### src/rtl/uart_rx.sv
// uart_rx: oversampled UART receiver, 2-flop rx synchronizer, valid/ready word output.
// Define UART_RX_PARITY_EN to expect one parity bit (PARITY_ODD selects odd) before the stop bit.
// state  | meaning
// IDLE   | line idle, wait for a low sample on a tick
// START  | confirm start bit low at its centre
// DATA   | sample DATA_BITS bits at bit centre, LSB first
// PARITY | sample parity bit (UART_RX_PARITY_EN only)
// STOP   | sample stop bit, deliver word or flag framing error
module uart_rx #(
  parameter int OVERSAMPLING = 8,
  parameter int DATA_BITS    = 8,
  parameter int PARITY_ODD   = 0
) (
  input  logic                 clock,
  input  logic                 nreset,
  input  logic                 sample_tick,
  input  logic                 rx,
  output logic [DATA_BITS-1:0] rx_data,
  output logic                 rx_valid,
  input  logic                 rx_ready,
  output logic                 frame_err,
  output logic                 overrun,
  output logic                 parity_err
);

  localparam int CW = $clog2(OVERSAMPLING);
  localparam int BW = $clog2(DATA_BITS + 1);
  localparam logic [CW-1:0] HALF_LAST = CW'(OVERSAMPLING / 2 - 1);
  localparam logic [CW-1:0] BIT_LAST  = CW'(OVERSAMPLING - 1);
  localparam logic [BW-1:0] DATA_LAST = BW'(DATA_BITS - 1);

  typedef enum logic [2:0] {
    IDLE   = 3'd0,
    START  = 3'd1,
    DATA   = 3'd2,
`ifdef UART_RX_PARITY_EN
    PARITY = 3'd3,
`endif
    STOP   = 3'd4
  } state_t;

  state_t                 state_q, state_d;
  logic                   rx_meta_q, rx_sync_q;
  logic [CW-1:0]          tick_cnt_q, tick_cnt_d;
  logic [BW-1:0]          bit_cnt_q, bit_cnt_d;
  logic [DATA_BITS-1:0]   shift_q, shift_d;
  logic [DATA_BITS-1:0]   rx_data_q, rx_data_d;
  logic                   rx_valid_q, rx_valid_d;
  logic                   frame_err_q, frame_err_d;
  logic                   overrun_q, overrun_d;
  logic                   centre_start, centre_bit;

`ifdef UART_RX_PARITY_EN
  localparam logic PAR_ODD = (PARITY_ODD != 0);
  logic par_bad_q, par_bad_d;
  logic parity_err_q, parity_err_d;
`else
  logic unused_parity_odd;
  assign unused_parity_odd = (PARITY_ODD != 0);
`endif

  assign centre_start = sample_tick && (tick_cnt_q == HALF_LAST);
  assign centre_bit   = sample_tick && (tick_cnt_q == BIT_LAST);

  always_ff @(posedge clock or negedge nreset) begin
    if (!nreset) begin
      state_q      <= IDLE;
      rx_meta_q    <= 1'b1;
      rx_sync_q    <= 1'b1;
      tick_cnt_q   <= '0;
      bit_cnt_q    <= '0;
      shift_q      <= '0;
      rx_data_q    <= '0;
      rx_valid_q   <= 1'b0;
      frame_err_q  <= 1'b0;
      overrun_q    <= 1'b0;
`ifdef UART_RX_PARITY_EN
      par_bad_q    <= 1'b0;
      parity_err_q <= 1'b0;
`endif
    end else begin
      state_q      <= state_d;
      rx_meta_q    <= rx;
      rx_sync_q    <= rx_meta_q;
      tick_cnt_q   <= tick_cnt_d;
      bit_cnt_q    <= bit_cnt_d;
      shift_q      <= shift_d;
      rx_data_q    <= rx_data_d;
      rx_valid_q   <= rx_valid_d;
      frame_err_q  <= frame_err_d;
      overrun_q    <= overrun_d;
`ifdef UART_RX_PARITY_EN
      par_bad_q    <= par_bad_d;
      parity_err_q <= parity_err_d;
`endif
    end
  end

  always_comb begin
    state_d = state_q;
    case (state_q)
      IDLE:   if (sample_tick && !rx_sync_q) state_d = START;
      START:  if (centre_start) state_d = rx_sync_q ? IDLE : DATA;
      DATA: begin
        if (centre_bit && (bit_cnt_q == DATA_LAST)) begin
`ifdef UART_RX_PARITY_EN
          state_d = PARITY;
`else
          state_d = STOP;
`endif
        end
      end
`ifdef UART_RX_PARITY_EN
      PARITY: if (centre_bit) state_d = STOP;
`endif
      STOP:   if (centre_bit) state_d = IDLE;
      default: state_d = IDLE;
    endcase
  end

  always_comb begin
    tick_cnt_d   = tick_cnt_q;
    bit_cnt_d    = bit_cnt_q;
    shift_d      = shift_q;
    rx_data_d    = rx_data_q;
    rx_valid_d   = rx_valid_q && !rx_ready;
    frame_err_d  = 1'b0;
    overrun_d    = 1'b0;
`ifdef UART_RX_PARITY_EN
    par_bad_d    = par_bad_q;
    parity_err_d = 1'b0;
`endif
    case (state_q)
      IDLE: begin
        tick_cnt_d = '0;
        bit_cnt_d  = '0;
      end
      START: begin
        if (sample_tick) tick_cnt_d = centre_start ? '0 : tick_cnt_q + 1'b1;
      end
      DATA: begin
        if (centre_bit) begin
          tick_cnt_d = '0;
          shift_d    = {rx_sync_q, shift_q[DATA_BITS-1:1]};
          bit_cnt_d  = bit_cnt_q + 1'b1;
        end else if (sample_tick) begin
          tick_cnt_d = tick_cnt_q + 1'b1;
        end
      end
`ifdef UART_RX_PARITY_EN
      PARITY: begin
        if (centre_bit) begin
          tick_cnt_d = '0;
          par_bad_d  = rx_sync_q ^ (^shift_q) ^ PAR_ODD;
        end else if (sample_tick) begin
          tick_cnt_d = tick_cnt_q + 1'b1;
        end
      end
`endif
      STOP: begin
        if (centre_bit) begin
          tick_cnt_d = '0;
          if (rx_sync_q) begin
            // a same-clock handshake frees the slot, so only a stalled consumer overruns
            rx_data_d    = shift_q;
            rx_valid_d   = 1'b1;
            overrun_d    = rx_valid_q && !rx_ready;
`ifdef UART_RX_PARITY_EN
            parity_err_d = par_bad_q;
`endif
          end else begin
            frame_err_d = 1'b1;
          end
        end else if (sample_tick) begin
          tick_cnt_d = tick_cnt_q + 1'b1;
        end
      end
      default: tick_cnt_d = '0;
    endcase
  end

  assign rx_data   = rx_data_q;
  assign rx_valid  = rx_valid_q;
  assign frame_err = frame_err_q;
  assign overrun   = overrun_q;
`ifdef UART_RX_PARITY_EN
  assign parity_err = parity_err_q;
`else
  assign parity_err = 1'b0;
`endif

endmodule
### config.mk
export PLATFORM = sky130hd
export DESIGN_NAME = uart_rx
export DESIGN_NICKNAME = d
export VERILOG_FILES = /design/src/rtl/uart_rx.sv
export SDC_FILE = /design/constraint.sdc
export NUM_CORES = 1
export LEC_CHECK = 0
export CELL_PAD_IN_SITES_DETAIL_PLACEMENT = 1
export CELL_PAD_IN_SITES_GLOBAL_PLACEMENT = 1
export CORE_UTILIZATION = 30
export DETAILED_ROUTE_END_ITERATION = 10
export HOLD_SLACK_MARGIN = 0.08
export PLACE_DENSITY = 0.53
export SYNTH_ARGS = -nofsm -noshare
export SYNTH_HDL_FRONTEND = slang
export SYNTH_SLANG_ARGS = --single-unit
### constraint.sdc
create_clock -name clock -period 3 [get_ports clock]
set_input_delay 0.45 -clock clock [delete_from_list [all_inputs] [get_ports clock]]
set_output_delay 0.45 -clock clock [all_outputs]
set_load 0.03 [all_outputs]
==> reports/summary.txt, run 1 <==
Combinational Power Share - 15.2%
Reg2Reg Depth - 5
Root Buffer - clkbuf_8
combinational family with the most area after synthesis - multiplexers
IO buf count - 15
Synth Instances - 108
Adder-Cell Fraction of Synth Area - 3.521%
number of buffers created by CTS - 5
hold-critical path depth - 0
critical path class - flop to output port
# placed instances - 170
Critical Path RT - 2.55 ns
Cell Rows - 24
dpl ws - 0.9386 ns
worst r2r src - tick_cnt_q[0]
fin crit period - 1.780 ns
die height - 70.83 um
post-synth top area share - 51.06%
largest cells by area after synthesis - dfrtp_1 (51%), mux2_4 (8.5%), mux2_2 (6.3%)
Final nets - 134
Reg2Reg Setup Slack - 1.26 ns
xor and xnor area share after synthesis - 0.6162%
worst path cell trace - clkdlybuf4s50_1
final setup violating endpoints - 0
area leader, netlist - dfrtp_1
f_max - 0.5620 GHz
sequential share of the synthesized area - 54.75%
total gr overflow - 0
mux share of post-synthesis cell area - 16.90%
worst min-delay path category - flop to flop
largest net degree at the start of global routing - 32
Initial Util - 31.98%
register bit count reported by yosys - 31
vias per inst - 4.803
vias in the first global route - 947
clock share of power - 33.4%
CP Launch Type - flop
Tot Pwr - 941.0 uW
fin crit share - 59.32%
total wire length - 2576 um
outcome - finished, final reports clean
Switch Pwr - 270.3 uW
Worst path top cell family by delay - buffers and inverters
unrepaired setup endpoints after global routing - no
Yosys cell types - 37
simple logic cell fraction of the synthesized area - 12.94%
Hold Path Origin - rx_meta_q
DRT Pass-1 Iters - 3
clock-pin transition on the worst setup and hold timing paths - 0.07 ns
core box area - 4444 um^2
Sequential Power Share - 51.4%
RD Place Congestion - 0.7209
DR WL/cell - 14.47 um
top_reg_cell synth - dfrtp_1
Fin Hold WS - 0.3556 ns
cells resized by post-CTS repair - 0
pwr dens - 563.8 nW/um^2
syn avg cell area - 13.16 um^2
final hold vios - 0
first-pass GRT wire length - 4526 um
max incr delay on CP - 0.68 ns
Hold Path Sink - rx_sync_q
Synth Area in Compound Gates - 5.194%
critical path endpoint category - output port
Post-synth EDFFs - 0
internal power - 670.7 uW
Leakage - 0.0007950 uW
Sink Count - 31
Buf/Inv on CP - 1
Clock Skew - 0.005865 ns
Vias - 855
sum of negative setup slack - 0 ns
mapped cell area - 1421 um^2
number of diodes - 0
sw frac - 28.73%
Post-DP HPWL - 1824 um
CTS Buffer Depth - 2
Post-CTS Setup Bufs - 0
gr usage total - 11.92%
fin cells - 178
Starting DRT DRC Count - 8
FFs w/ async S/R, synth - 100.0%
DRC errors left - 0
die footprint - 5017 um^2
Fillers - 491
post-synth net total - 117
R2R Path End - rx_data[4]
Final Slew Violations - 0
I/O Pins - 17
CTS tree - yes
Critical-path top delay cell - clkdlybuf4s50_1
P&R area growth vs syn - 17.43%
hold-fix buffers at CTS - 0
Synthesis Warnings - 0
WP data arrival - 1.33 ns
worst setup margin - 1.221 ns
Clock Latency Late Sink - 0.28 ns
share of cells above drive strength 1 - 24.60%
initial antenna violation count - 0
H-tree depth - 2
CP max FO - 3
Die Wd - 70.83 um
Max VDD drop - 0.2698 mV
Final ANT Viol Nets - 0
MaxCap Viol Count - 0
power groups by stage:
| stage | combinational (uW) | sequential (uW) | clock, uW |
|---|---|---|---|
| 2_1_floorplan | 129 | 467 | 0 |
| 3_3_place_gp | 138 | 490 | 0 |
| 3_5_place_dp | 145 | 492 | 0 |
| 4_1_cts | 146 | 484 | 327 |
| 5_1_grt | 170 | 490 | 342 |
| 6_report | 143 | 484 | 314 |
per-stage QoR:
stage | area, um^2 | utilization [%]
2_1_floorplan | 1421 | -
3_3_place_gp | 1584 | 35.64
3_5_place_dp | 1584 | 35.64
4_1_cts | 1669 | 37.56
5_1_grt | 1669 | 37.56
6_report | 1669 | 37.56
cell type report:
type	instances	area, um^2	area share, %
sequential	31	778.2	46.63
multi-input combinational	65	560.5	33.58
timing repair buffer	16	157.7	9.445
clock buffer	6	72.57	4.348
tap	52	65.06	3.898
inverter	6	22.52	1.349
clock inverter	2	12.51	0.7496
state kept, by name (all words and copies together) (netlist names):
name,cells
overrun,1
rx_meta_q,1
rx_valid,1
shift_q,8
state_q,3
rx_data,8
rx_sync_q,1
frame_err,1
tick_cnt_q,3
bit_cnt_q,4
cell families (layout without fill, tap and decap cells):
kind of cell,count (synthesis),after routing
AOI/OAI and AO/OA,11,11
and+or+nand+nor,29,29
buffers and inverters,12,30
adders and majority gates,4,4
muxes,19,19
other,1,1
xor gates and xnor gates,1,1
DFF,31,31
cells in the mapped netlist, types with 2 or more instances:
| cell type | number |
|---|---|
| o22ai_1 | 2 |
| ha_1 | 4 |
| inv_1 | 6 |
| nand2_1 | 6 |
| mux2_2 | 8 |
| buf_6 | 2 |
| mux2i_1 | 3 |
| o21ai_0 | 3 |
| nand3_1 | 5 |
| buf_2 | 2 |
| mux2_4 | 8 |
| o32ai_1 | 2 |
| and3_1 | 2 |
| nor2_1 | 3 |
| dfstp_2 | 2 |
| dfrtp_1 | 29 |
routing by layer:
layer / vias up / track usage (%) / part of all wire [%]
met3: 4 / 4.843 / 4.2
met5: - / 0 / 0
met4: 0 / 4.000 / 1.6
met2: 14 / 19.34 / 48
li1: 407 / - / -
met1: 430 / 14.44 / 46
cells in the final DEF, fill, tap and decap left out, drive strengths merged, types with 2 or more instances in the layout:
master,synthesis,final
o32ai,2,2
ha,4,4
o22ai,2,2
mux2,16,16
and3,2,2
nor2,4,4
inv,6,6
o21ai,3,3
dfstp,2,2
clkdlybuf4s50,0,15
nand2,7,7
nand3,5,5
dfrtp,29,29
mux2i,3,3
clkbuf,0,6
worst max-delay path by stage:
| stage | from | to | depth (start not counted) |
|---|---|---|---|
| after floorplan | tick_cnt_q[0] | rx_data[0] | 7 |
| after global placement | sample_tick | rx_data[0] | 4 |
| after detailed placement | sample_tick | rx_data[4] | 4 |
| after CTS | rx_valid | rx_valid | 1 |
| after global routing | tick_cnt_q[0] | rx_data[5] | 5 |
| final | rx_valid | rx_valid | 1 |
No activity file was read; power rests on OpenSTA's default activity.
==> run 2: changes to the inputs <==
- PLACE_DENSITY: 0.53 -> 0.55
- clock period: 3 -> 1.62 ns (I/O delays scaled with it)
==> run 2 against run 1 <==
Net effect: clock skew shrank 0.0040 ns; sequential share of layout area shrank 5.2 points; clock-buffer cell count grew 1; hold slack lost 0.026 ns; largest power group unchanged; via count grew 5.3%; die area is the same; flip-flop and latch count is the same.
==> reports/summary.txt, run 2 (synthesis results as in run 1) <==
max incr delay on CP - 0.41 ns (-0.27 ns)
outcome - finished, final reports clean
Buf/Inv on CP - 1 (unchanged)
most common cell after layout, fill and taps aside - dfrtp_1
total wire length - 2775 um (+7.7%)
critical path endpoint category - flop
final hold vios - 0 (unchanged)
largest net degree at the start of global routing - 32 (unchanged)
initial antenna violation count - 0 (unchanged)
clock share of power - 31.1% (-2.3 points)
cell mode on critical path - ha_4
gr usage total - 12.33% (+0.41 points)
P&R area growth vs syn - 32.22%
Starting DRT DRC Count - 20 (+12)
sw frac - 29.34% (+0.61 points)
internal power - 1421 uW (+110%)
total gr overflow - 0 (unchanged)
fin cells - 191 (+7.3%)
Clock Latency Late Sink - 0.28 ns (about the same)
Sequential Power Share - 43.7% (-7.7 points)
final setup violating endpoints - 0 (unchanged)
number of buffers created by CTS - 5 (unchanged)
CP Launch Type - flop
Critical Path RT - 1.80 ns (-0.75 ns)
Critical-path top delay cell - dfrtp_1
# placed instances - 181 (+6.5%)
Final Slew Violations - 0 (unchanged)
critical path class - flop to flop
Leakage - 0.0008893 uW (+12%)
RD Place Congestion - 0.7189 (-0.28%)
CTS tree - yes
Final Core Density - 42.29% (+4.7 points)
IO buf count - 15 (unchanged)
Final ANT Viol Nets - 0 (unchanged)
pwr dens - 1070 nW/um^2 (+90%)
Post-DP HPWL - 1945 um (+6.6%)
clock-pin transition on the worst setup and hold timing paths - 0.07 ns (about the same)
Max VDD drop - 0.4510 mV (+67%)
Sink Count - 31 (unchanged)
Clock Skew - 0.001829 ns (-0.004036 ns)
Combinational Power Share - 25.2% (+10 points)
most frequent cells in the layout - dfrtp_1 (29), clkdlybuf4s50_1 (15), buf_4 (12), mux2_2 (8), mux2_4 (8)
vias per inst - 4.712 (-1.9%)
die footprint - 5017 um^2 (unchanged)
die height - 70.83 um (unchanged)
DRC errors left - 0 (unchanged)
unrepaired setup endpoints after global routing - yes
WP data arrival - 1.78 ns (+0.45 ns)
area of the multi-input gates - 650.6 um^2 (+16%)
first-pass GRT wire length - 4650 um (+2.7%)
Final nets - 147 (+9.7%)
DR WL/cell - 14.53 um (+0.39%)
Root Buffer - clkbuf_8
Fillers - 472 (-3.9%)
Cell Rows - 24 (unchanged)
Switch Pwr - 590.1 uW (+120%)
Worst path top cell family by delay - flip-flops
worst min-delay path category - input port to asynchronous set/reset pin
fin crit period - 1.600 ns
Fin Hold WS - 0.3291 ns (-0.02650 ns)
H-tree depth - 2 (unchanged)
Initial Util - 31.98% (unchanged)
sequential cell area - 778.2 um^2 (unchanged)
vias in the first global route - 956 (+0.95%)
DRT Pass-1 Iters - 5 (+2)
share of cells above drive strength 1 - 36.69% (+12 points)
number of diodes - 0 (unchanged)
CTS Buffer Depth - 2 (unchanged)
CP max FO - 3 (unchanged)
Vias - 900 (+5.3%)
worst path cell trace - ha_4 -> buf_6 -> ha_4 -> nor4b_4 -> a21oi_2 -> o32ai_2
f_max - 0.6251 GHz
I/O Pins - 17 (unchanged)
MaxCap Viol Count - 0 (unchanged)
fin crit share - 98.75%
hold-fix buffers at CTS - 0 (unchanged)
core box area - 4444 um^2 (unchanged)
Die Wd - 70.83 um (unchanged)
## run 2: changes by cell type in the layout (fill, tap and decap cells not counted), sizes merged
cell / change
clkinvlp: -1
clkbuf: +1
buf: +13
## run 2: metrics by stage
stage | power, uW | cell area, um^2 | TNS, ns | worst slack (ns)
2_1_floorplan | 1117 | 1436 | -0.4187 | -0.05234
3_3_place_gp | 1220 | 1694 | -0.5987 | -0.06021
3_5_place_dp | 1234 | 1694 | -0.7370 | -0.07390
4_1_cts | 1884 | 1797 | 0 | 0.007438
5_1_grt | 2134 | 1879 | -0.07027 | -0.02417
6_report | 2012 | 1879 | 0 | 0.02030
## run 2: final cells by class
type	instances	share of cell area, %
Timing Repair Buffer	29	14.45
Clock inverter	1	0.2663
Tap cell	52	3.462
Sequential cell	31	41.41
Inverter	6	1.198
Clock buffer	7	4.594
Multi-Input combinational cell	65	34.62
## run 2: power groups by stage
stage               combinational (uW)  clock, uW  sequential (uW)
floorplan                          247          0              870
global placement                   341          0              878
detailed placement                 351          0              883
CTS                                362        654              869
global route                       557        693              884
finish                             506        626              879
## run 2: path summary, 6_finish.rpt
kind                          startpoint       endpoint  slack (ns)  depth (start not counted)
hold / removal                    nreset     rx_data[1]        0.33                          2
setup reg to reg           tick_cnt_q[0]  tick_cnt_q[2]        0.02                          6
setup / recovery           tick_cnt_q[0]  tick_cnt_q[2]        0.02                          6
hold reg to reg                rx_meta_q      rx_sync_q        0.36                          0
max in group asynchronous         nreset      rx_meta_q        1.05                          2
min in group clock             rx_meta_q      rx_sync_q        0.36                          0
## run 2: routing by layer
metal | part of all wire, % | vias up | track usage, %
met5 | 0 | - | 0
met4 | 1.2 | 0 | 6.000
met3 | 2.7 | 4 | 4.274
met2 | 50 | 14 | 19.76
met1 | 46 | 447 | 14.83
li1 | - | 435 | -
## run 2: timing repair
| item | 4_1_cts | 5_1_grt |
|---|---|---|
| endpoints found under the setup margin | 7 | 18 |
| buffers inserted | 0 | 2 |
| pin swaps | 0 | 5 |
| resized for setup | 2 | 10 |
| endpoints found under the hold margin | 0 | 0 |
==> edit 1, RTL diff (flow settings as in run 1) <==
The 4 states of `state_t` get a Gray code encoding in 2 bits.
--- a/src/rtl/uart_rx.sv
+++ b/src/rtl/uart_rx.sv
@@ -31,6 +31,6 @@
 
-  typedef enum logic [2:0] {
-    IDLE   = 3'd0,
-    START  = 3'd1,
-    DATA   = 3'd2,
+  typedef enum logic [1:0] {
+    IDLE   = 2'b00,
+    START  = 2'b01,
+    DATA   = 2'b11,
 `ifdef UART_RX_PARITY_EN
@@ -38,3 +38,3 @@
 `endif
-    STOP   = 3'd4
+    STOP   = 2'b10
   } state_t;
Behaviour: no difference found for any inputs over 10 cycles, from zero or initial values and one cycle with nreset low; not proved beyond that.
==> edit 1 against run 1 <==
Sequential cell count is 1 lower. Sequential share of layout area is 0.33 points higher. Area after synthesis fell by 6.6%. Register-to-register slack worse by 0.23 ns. Non-clock buffer count up 1. Final area down 3.9%. Critical path type is now in2reg. Largest power group unchanged. Setup slack lost 0.19 ns. Wire length down 9.4%. Die area fell by 6.4%. Largest cell class unchanged. Highest routed layer unchanged. First-iteration DRC count rose to 3.4 times the old value. Total power increased by 4.1%.
==> edit 1: results <==
sta:
  setup_slack_ns: 1.031
  skew_ns: 0.004360
  slew_headroom_pct: 61.32
synthesis:
  syn_nets: 110
  ys_types: 31
  yosysWarnings: 0
  synth.yosys.seq_area_share_pct: 56.74
  ys_top_cells_by_area: "dfrtp_1 (53%), mux2_4 (9.0%), mux2_2 (6.8%)"
  synthTopCellsByCount: "dfrtp_1 (28), mux2_2 (8), mux2_4 (8)"
power:
  switching_share_pct: 28.01
  p_leak_nw: 0.7851
  vdd_drop_max_mv: 0.2555
placement:
  dp_hpwl_um: 1622
  gp_congestion: 0.7544
  place_ws_ns: 0.7237
  portBuffers: 15
setup_path:
  crit_start: "sample_tick"
  r2r_slack_ns: 1.03
  reg2reg_to: "rx_data[6]$_DFFE_PN0P_"
  end_kind: "flop"
  reg2regPathDepth: 5
  worstPathArrival_ns: 2.13
  cp_max_fo: 13
detailed_routing:
  wirelength_um: 2333
  drt-vias-per-instance: 4.731
  firstDrtPassIters: 4
  drtIter0Drc: 27
cts:
  cts_buffer_depth: 2
  numCtsBuffers: 5
  cts_resized: 0
grt:
  grt_pass1_wl_um: 4015
  grt_use_total_pct: 12.22
  grt_max_degree: 31
  grt_pass1_vias: 854
hold_path:
  min_to: "rx_sync_q$_DFF_PN1_"
  hold_path_class: "reg2reg"
  min_from: "rx_meta_q$_DFF_PN1_"
cells_and_area:
  fin_nets: 129
  drive_above_1_share_pct: 26.45
  diodes: 0
  fillers: 443
run:
  maxCapViolations: 0
status:
  outcome: "finished clean"
[edit 1: cells by family after synthesis]
family                     synth area share, %
AOI/OAI and AO/OA                        6.032
adders and majority gates                3.770
buffers and inverters                    4.334
DFF                                      56.74
muxes                                    17.34
other                                   0.2825
and+or+nand+nor                          11.50
[edit 1: power groups by stage]
stage | combinational, mW | clock (mW) | sequential [mW]
global placement | 0.151 | 0 | 0.500
CTS | 0.157 | 0.347 | 0.495
detailed placement | 0.157 | 0 | 0.502
global route | 0.178 | 0.369 | 0.503
floorplan | 0.128 | 0 | 0.483
finish | 0.153 | 0.332 | 0.495
[edit 1: through the flow]
step	std cells	power (mW)	utilization, %	instance area [um2]	hold WS, ns
after CTS	171	0.9990	38.98	1604	0.3570
final	171	0.9794	38.98	1604	0.3562
after detailed placement	163	0.6592	36.76	1513	0.3476
after global routing	171	1.050	38.98	1604	0.3650
after floorplan	101	0.6113	-	1328	0.1544
after global placement	163	0.6512	36.76	1513	0.3459
[edit 1: worst max-delay path: stages]
cell             delay, ns
clkdlybuf4s50_1       0.72
and3_1                0.61
mux2_4                0.35
[edit 1: metal layers]
layer  up-vias  track usage, %  wire (um)
met5         -               0          0
met4         0           6.250         44
met3         5           4.934         69
met2        15           19.12       1111
met1       403           14.36       1107
li1        386               -          -
[edit 1: cell type report]
cell class / instances / area, um2 / share of cell area, %
flip-flops and latches: 30 / 753.2 / 46.96
multi-input cells: 62 / 516.7 / 32.22
repair buffers: 17 / 165.2 / 10.30
clock buffers: 7 / 86.33 / 5.382
well taps: 50 / 62.56 / 3.900
inverters: 4 / 15.01 / 0.9360
clock inverters: 1 / 5.005 / 0.3120
==> edit 2, RTL diff (config.mk and constraints of run 1) <==
Made on the original files. The parameter `OVERSAMPLING` goes from 8 to 16.
--- a/src/rtl/uart_rx.sv
+++ b/src/rtl/uart_rx.sv
@@ -9,3 +9,3 @@
 module uart_rx #(
-  parameter int OVERSAMPLING = 8,
+  parameter int OVERSAMPLING = 16,
   parameter int DATA_BITS    = 8,
Check against the original RTL: same outputs for any inputs over 10 cycles, from zero or initial values and one cycle with nreset low; that may be too few to reach the edited logic, so the function may still have changed.
==> edit 2 against run 1 <==
Setup slack got worse by 0.20 ns. Register-to-register slack got worse by 0.04 ns. Wire length increased by 16%. Total power increased by 5.4%. Final area increased by 6.8%. Clock skew about the same. Area after synthesis increased by 6.0%. Sequential cell count increased by 1.
==> edit 2: results <==
cts:
  root_buffer: "clkbuf_8"
  cts_buffer_depth: 2
  numCtsBuffers: 5
  postCtsSetupRepairBufs: 0
  clk_latency_ns: 0.28
  cts_resized: 0
  clkTransAtPathRegs_ns: 0.07
  htree_levels: 2
synthesis:
  syn_area_per_cell_um2: 12.45
  synth.yosys.seq_area_share_pct: 53.32
  synth_fa_ha_area_share_pct: 1.661
  synth_compound_area_share_pct: 10.05
  synth_mux_area_share_pct: 14.12
  yosysWarnings: 0
  ys_async_sr_fraction_pct: 100.0
  syn_nets: 128
  ys_types: 43
  ys_top_cells_by_area: "dfrtp_1 (50%), mux2_2 (13%), dfstp_2 (3.5%)"
  synthTopCellsByCount: "dfrtp_1 (30), mux2_2 (18), nand2_1 (9)"
  synth-main-ff-cell: "dfrtp_1"
  yosys.area_share.xor_xnor_pct: 1.163
placement:
  gp_congestion: 0.7619
  portBuffers: 15
  placed_area_um2: 1689
  dp_hpwl_um: 2025
  dp.cells: 196
  place_ws_ns: 0.6979
setup_path:
  critPathSlowestCell: "clkdlybuf4s50_1"
  cp_max_fo: 11
  worstPathArrival_ns: 2.15
  critPathMaxStageDelay_ns: 0.68
sta:
  tightest_slew_ns: 0.6685
  skew_ns: 0.006324
power:
  p_leak_nw: 0.7864
  vdd_drop_max_mv: 0.2557
grt:
  grt_pass1_wl_um: 5030
  grt_max_degree: 33
  grt_use_total_pct: 12.86
  antenna_found_initial: 0
detailed_routing:
  wirelength_um: 2998
  drt-vias-per-instance: 4.907
  firstDrtPassIters: 4
  route.detailed.drc: 0
  drtIter0Drc: 48
  via_count: 1001
cells_and_area:
  fin_nets: 143
  diodes: 0
  drive_above_1_share_pct: 25.55
status:
  outcome: "finished clean"
hold_path:
  hold_path_class: "reg2reg"
## edit 2: power by group
part	internal (mW)	switching [mW]	total [mW]
combinational	0.0602	0.0779	0.138
sequential	0.460	0.0485	0.508
clock	0.186	0.160	0.346
## edit 2: cell type report
class	instances	area (um2)
Tap cell	67	83.83
Timing Repair Buffer	16	157.7
Multi-Input combinational cell	80	640.6
Sequential cell	32	803.3
Fill cell	521	3003
Inverter	1	3.754
Clock buffer	7	86.33
Clock inverter	1	7.507
## edit 2: cell families after synthesis
kind of cell,after synthesis
AND/OR/NAND/NOR,37
buffers and inverters,9
multiplexers,19
XOR/XNOR,2
flip-flops,32
adder cells (fa/ha/maj),2
AO/OA/AOI/OAI,19
other,1
## edit 2: routing by layer
metal  up-vias  track usage, %  routed length, um  part of all wire, %
met5         -               0                  0                    0
met4         0           6.536                 40                  1.3
met3         4           3.315                 83                  2.8
met2        14           20.25               1389                   46
met1       509           16.33               1483                   49
li1        474               -                  -                    -
## edit 2: critical path: cells and delay by family
family | cells | cell delay [ns]
mux | 1 | 0.35
buf+inv | 1 | 0.68
simple gates | 2 | 0.66
## edit 2: path summary, 6_finish.rpt
kind,start,endpoint,slack (ns),cells after the start
setup / recovery,sample_tick,rx_data[3]$_DFFE_PN0P_,1.02,4
hold / removal,rx_meta_q$_DFF_PN1_,rx_sync_q$_DFF_PN1_,0.36,0
setup reg to reg,state_q[1]$_DFFE_PN0P_,rx_data[3]$_DFFE_PN0P_,1.22,3
hold reg to reg,rx_meta_q$_DFF_PN1_,rx_sync_q$_DFF_PN1_,0.36,0
max in group asynchronous,nreset,rx_sync_q$_DFF_PN1_,2.10,2
min in group asynchronous,nreset,rx_data[2]$_DFFE_PN0P_,0.57,2
